$ cat config.mk
export PLATFORM = sky130hd
export DESIGN_NAME = reg_writeback
export DESIGN_NICKNAME = d
export VERILOG_FILES = /design/src/rtl/reg_writeback_pkg.sv /design/src/rtl/reg_scoreboard.sv /design/src/rtl/reg_writeback.sv
export SDC_FILE = /design/constraint.sdc
export NUM_CORES = 1
export LEC_CHECK = 0
export ABC_AREA = 0
export ABC_CLOCK_PERIOD_IN_PS = 6910
export BUFFER_PORTS_ARGS = -buffer_cell sky130_fd_sc_hd__buf_2
export CORE_MARGIN = 5
export CORE_UTILIZATION = 54
export DETAILED_ROUTE_END_ITERATION = 16
export PLACE_DENSITY = 0.87
export RECOVER_POWER = 25
export SLEW_MARGIN = 30
export SYNTH_ARGS = -nofsm -noshare
export SYNTH_HDL_FRONTEND = slang
export SYNTH_HIERARCHICAL = 1
export SYNTH_SLANG_ARGS = --single-unit
$ cat constraint.sdc
create_clock -name clk -period 6.91 [get_ports clk]
set_input_delay 0.691 -clock clk [delete_from_list [all_inputs] [get_ports clk]]
set_output_delay 0.691 -clock clk [all_outputs]
set_load 0.005 [all_outputs]
$ cat src/rtl/reg_writeback_pkg.sv
// Shared register-file types and defaults used by the writeback slice.
package reg_writeback_pkg;

  localparam int DEF_WIDTH    = 32;
  localparam int DEF_NUM_REGS = 32;
  localparam int DEF_ADDR_W   = $clog2(DEF_NUM_REGS);

  typedef logic [DEF_ADDR_W-1:0] reg_addr_t;
  typedef logic [DEF_WIDTH-1:0]  word_t;

  // Register 0 reads as zero and is never written or tracked.
  localparam reg_addr_t REG_ZERO = '0;

endpackage

$ cat src/rtl/reg_scoreboard.sv
// Busy scoreboard: one pending-write bit per register, set on issue and
// cleared when the write reaches the register-file port.
module reg_scoreboard
  import reg_writeback_pkg::*;
#(
  parameter int NUM_REGS = DEF_NUM_REGS,
  parameter int ADDR_W   = $clog2(NUM_REGS)
) (
  input  logic                clk,
  input  logic                reset,
  input  logic                issue_valid,
  input  logic [ADDR_W-1:0]   issue_rd,
  output logic                issue_ready,
  input  logic                clr_en,
  input  logic [ADDR_W-1:0]   clr_addr,
  input  logic [ADDR_W-1:0]   rs1_addr,
  input  logic [ADDR_W-1:0]   rs2_addr,
  output logic                rs1_pending,
  output logic                rs2_pending,
  output logic [NUM_REGS-1:0] busy
);

  localparam logic [ADDR_W-1:0] ZERO_ADDR = ADDR_W'(REG_ZERO);

  logic set_en;

  // A second writer to a busy register is held off (WAW); r0 never stalls.
  assign issue_ready = (issue_rd == ZERO_ADDR) || !busy[issue_rd];
  assign set_en      = issue_valid && issue_ready && (issue_rd != ZERO_ADDR);

  assign busy[0] = 1'b0;

  generate
    for (genvar gi = 1; gi < NUM_REGS; gi++) begin : g_busy
      logic busy_reg;

      // Per-register busy bit; a new issue takes priority over the retiring write.
      always_ff @(posedge clk) begin
        if (reset) begin
          busy_reg <= 1'b0;
        end else if (set_en && (issue_rd == ADDR_W'(gi))) begin
          busy_reg <= 1'b1;
        end else if (clr_en && (clr_addr == ADDR_W'(gi))) begin
          busy_reg <= 1'b0;
        end
      end

      assign busy[gi] = busy_reg;
    end
  endgenerate

  assign rs1_pending = busy[rs1_addr];
  assign rs2_pending = busy[rs2_addr];

endmodule

$ cat src/rtl/reg_writeback.sv
// Writeback unit: arbitrates ALU and memory results onto the single
// registered register-file write port, with scoreboard and bypass.
module reg_writeback
  import reg_writeback_pkg::*;
#(
  parameter int WIDTH    = DEF_WIDTH,
  parameter int NUM_REGS = DEF_NUM_REGS,
  parameter int ADDR_W   = $clog2(NUM_REGS)
) (
  input  logic              clk,
  input  logic              reset,
  input  logic              issue_valid,
  input  logic [ADDR_W-1:0] issue_rd,
  output logic              issue_ready,
  input  logic              alu_valid,
  input  logic [ADDR_W-1:0] alu_rd,
  input  logic [WIDTH-1:0]  alu_data,
  input  logic              mem_valid,
  output logic              mem_ready,
  input  logic [ADDR_W-1:0] mem_rd,
  input  logic [WIDTH-1:0]  mem_data,
  output logic              rf_write_en,
  output logic [ADDR_W-1:0] rf_write_addr,
  output logic [WIDTH-1:0]  rf_write_data,
  input  logic [ADDR_W-1:0] rs1_addr,
  input  logic [ADDR_W-1:0] rs2_addr,
  output logic              rs1_busy,
  output logic              rs2_busy,
  output logic              fwd1_valid,
  output logic              fwd2_valid,
  output logic [WIDTH-1:0]  fwd1_data,
  output logic [WIDTH-1:0]  fwd2_data,
  output logic              err_unexpected
);

  localparam logic [ADDR_W-1:0] ZERO_ADDR = ADDR_W'(REG_ZERO);

  logic                mem_xfer;
  logic                sel_valid;
  logic [ADDR_W-1:0]   sel_rd;
  logic [WIDTH-1:0]    sel_data;
  logic                sel_write;
  logic [NUM_REGS-1:0] busy;
  logic                rs1_pending;
  logic                rs2_pending;

  // ALU has strict priority; a stalled memory result stays on its inputs.
  assign mem_ready = !alu_valid;
  assign mem_xfer  = mem_valid && mem_ready;
  assign sel_valid = alu_valid || mem_xfer;
  assign sel_rd    = alu_valid ? alu_rd   : mem_rd;
  assign sel_data  = alu_valid ? alu_data : mem_data;
  assign sel_write = sel_valid && (sel_rd != ZERO_ADDR);

  // Single write register feeding the register-file port; addr/data hold when idle.
  always_ff @(posedge clk) begin
    if (reset) begin
      rf_write_en   <= 1'b0;
      rf_write_addr <= '0;
      rf_write_data <= '0;
    end else begin
      rf_write_en <= sel_write;
      if (sel_write) begin
        rf_write_addr <= sel_rd;
        rf_write_data <= sel_data;
      end
    end
  end

  // Sticky flag for a result targeting a register nobody issued to.
  always_ff @(posedge clk) begin
    if (reset) begin
      err_unexpected <= 1'b0;
    end else if (sel_write && !busy[sel_rd]) begin
      err_unexpected <= 1'b1;
    end
  end

  reg_scoreboard #(
    .NUM_REGS (NUM_REGS),
    .ADDR_W   (ADDR_W)
  ) u_scoreboard (
    .clk         (clk),
    .reset       (reset),
    .issue_valid (issue_valid),
    .issue_rd    (issue_rd),
    .issue_ready (issue_ready),
    .clr_en      (rf_write_en),
    .clr_addr    (rf_write_addr),
    .rs1_addr    (rs1_addr),
    .rs2_addr    (rs2_addr),
    .rs1_pending (rs1_pending),
    .rs2_pending (rs2_pending),
    .busy        (busy)
  );

  // Bypass the value sitting on the write port; the register file lags by one cycle.
  assign fwd1_valid = rf_write_en && (rf_write_addr == rs1_addr) && (rs1_addr != ZERO_ADDR);
  assign fwd2_valid = rf_write_en && (rf_write_addr == rs2_addr) && (rs2_addr != ZERO_ADDR);
  assign fwd1_data  = rf_write_data;
  assign fwd2_data  = rf_write_data;

  // A forwarded source is usable even though its busy bit clears only at cycle end.
  assign rs1_busy = rs1_pending && !fwd1_valid;
  assign rs2_busy = rs2_pending && !fwd2_valid;

endmodule

==> impl_results.md <==
* Status: finished clean
* IO buf count at 202
* Hold path depth at 2
* Final hold vios at 0
* Gr usage total at 0.267
* Post-CTS setup buffers at 0
* Total of max-cap violations at 0
* Routability Congestion at 1.01
* CTS Hold Bufs at 0
* P per Cell Area at ~180 nW/µm²
* Starting Density at 0.556
* Final setup TNS at 0 ps
* Min-Delay Endpoint: err_unexpected
* Power Total at between 0.001 and 0.0015 W
* Predominant post-synthesis flop cell: dfxtp_1
* Antenna Violating Nets Remaining at 0
* Residual DRC at 0
* Io pins at 203
* DR vias/cell at 6.12
* F_max at 281 MHz
* TritonCTS buffer count at 9
* Reg2Reg Depth at 6
* Drt first-iter violations at slightly below 600
* Crit path arrival time at 2870 ps
* Yosys warnings at 6
* HP Class: flip-flop to flip-flop
* Area growth, synth to finish at 9.72%
* Syn nets at 668
* R2R setup slack at 4520 ps
* Mapped Cells at 574
* H-tree Lvls at 3
* Pin count of the biggest net entering global routing at 72
* PnR worst setup slack at 3350 ps
* Nets at ~750
* Reg-to-Reg End: u_scoreboard/g_busy[24].busy_reg
* Worst Setup Path Type: input port to primary output
* Crit-path max FO at 32
* Reg clk slew, reported paths at 80 ps
* First-pass GRT wire length at around 24 mm
* Sink Count at 70
* Clock buffer depth at 2
* Post-synth EDFFs at 0
* Slowest CP cell: mux4_2
* Rel. slew slack at 0.385
* Clk root buf: clkbuf_8
* Commonest non-fill, non-tap cells in the layout: 185 x buf_2, 70 x dfxtp_1, 46 x mux2i_1, 46 x nor2_1, 37 x a211oi_1
* R2r startpoint: u_scoreboard/g_busy[29].busy_reg
* Core Area at roughly 9300 µm²
* Layout Utilization at 0.610
* Initial antenna violation count at 1
* Worst Hold Launch: err_unexpected
* Cells along the critical path: buf_2 > mux4_2 > and3_1 > or4_4 > a2bb2oi_2 > buf_4 > inv_1 > buf_2
* Count of cell types in the netlist at 53
* Vias in the first global route at 4547
* Drt pass-1 iters at 5
* Final Critical Period at around 3600 ps
* Die ar. at around 12000 µm²
* Most common cell after layout, fill and taps aside: buf_2
* Crit path required time at 6220 ps
* FP Rows at 35
* Post-CTS sizing at 0
* Congestion Overflow GR at 0
* Worst-margin pin slew at roughly 900 ps
* Flops & latches, synth at 70
* Post-place setup slack at 3360 ps
* Average wire per standard cell at 20.4 µm
* Clk_skew at 10.5 ps
* Avg Inst Size Synth at between 8 and 9 µm²
* Share of cells above drive strength 1 at 0.361
* CTS tree: yes
* Worst setup SP type: input port
* RSZ-0062 raised after global routing: false
* Crit. End Element: primary output
* Post-synthesis sequential area ratio at 0.272
* Final worst-path cycle share at 0.515
* Synthesized area at 5160 µm²
* Die width at ~110 µm
* Via count at approximately 4900
* Final setup fails at 0
* Synth async-reset ratio at 0
* Most frequent CP cell: buf_2
* Largest register FFs at 32
* Final WL at 16.1 mm
* HPWL Detailed at around 12 mm
* Final Slew Violations at 0
* Later-pin clock latency in the skew report at 350 ps
* FILL cells at 828
* CP peak stage delay at 540 ps
* Worst VDD drop at approximately 0.00011 V
* Die height at 108 µm
* P_leak at ~2.5 nW
[final cells by class]
type                       count  area, µm²  area share
antenna                        1       2.50    0.000442
clock buffer                  10        128      0.0225
clock inverter                 5       83.8      0.0148
inverter                       8       30.0     0.00530
multi-input combinational    364       2840       0.502
sequential                    70       1400       0.247
tap                          129        161      0.0285
timing repair buffer         205       1010       0.179
[how the worst max path moves through the flow]
stage                start           to  slack, ps  cells after the start
6_report       issue_rd[1]  issue_ready       3350                      8
2_1_floorplan  rs1_addr[0]     rs1_busy       3730                      5
4_1_cts        issue_rd[1]  issue_ready       3360                      8
3_3_place_gp   issue_rd[1]  issue_ready       3390                      8
5_1_grt        issue_rd[1]  issue_ready       3230                      8
3_5_place_dp   issue_rd[1]  issue_ready       3360                      8
[cell families (layout without fill, tap and decap cells)]
family                 Yosys count  in the layout  synth area share
AND/OR/NAND/NOR                155            155             0.148
buffers and inverters          140            228             0.180
AO/OA/AOI/OAI                  122            122             0.174
multiplexers                    78             78             0.213
flip-flops                      70             70             0.272
XOR/XNOR                         8              8            0.0136
other                            1              2          0.000727
[worst max-delay path, delay by kind of cell]
family | cells | cell delay (ps)
muxes | 1 | 540
and+or+nand+nor | 2 | 720
AOI/OAI and AO/OA | 1 | 140
buffers and inverters | 4 | 760
[cells in the mapped netlist (all sizes together) (3+ instances only)]
cell	count	share of area
and3	5	0.0061
o211ai	12	0.017
a21oi	8	0.0078
nand2b	8	0.0097
o31ai	33	0.049
nand3	24	0.023
nor2b	13	0.016
o22ai	5	0.0061
nand2	32	0.023
o311ai	4	0.0068
xor2	6	0.010
inv	8	0.0058
dfxtp	70	0.27
nand4b	3	0.0051
o31a	3	0.0051
nor3b	3	0.0053
nor4	6	0.0073
nor3	6	0.0058
or4	3	0.0051
nor2	46	0.033
mux4	24	0.11
o21ai	9	0.0087
mux2i	46	0.089
a211oi	37	0.054
mux2	8	0.017
clkbuf	24	0.018
buf	108	0.16
[per-layer routing]
metal,track usage,routed length [µm],vias up
met4,0.124,669,0
met3,0.0660,1620,53
met5,0,0,-
li1,-,-,2209
met1,0.310,5820,2284
met2,0.460,8030,304
[through the flow]
stage	cell area, µm²	std cells	hold WS, ps
after global routing	5660	792	532
after detailed placement	5470	776	468
after floorplan	5160	574	467
after CTS	5680	791	486
after global placement	5470	776	470
final	5660	792	485
[where the power goes]
part | internal [W] | switching (W)
sequential | 0.000426 | 0.0000343
clock | 0.000203 | 0.000158
combinational | 0.000103 | 0.000119
total | 0.000731 | 0.000311
(Power assumes the default switching activity.)
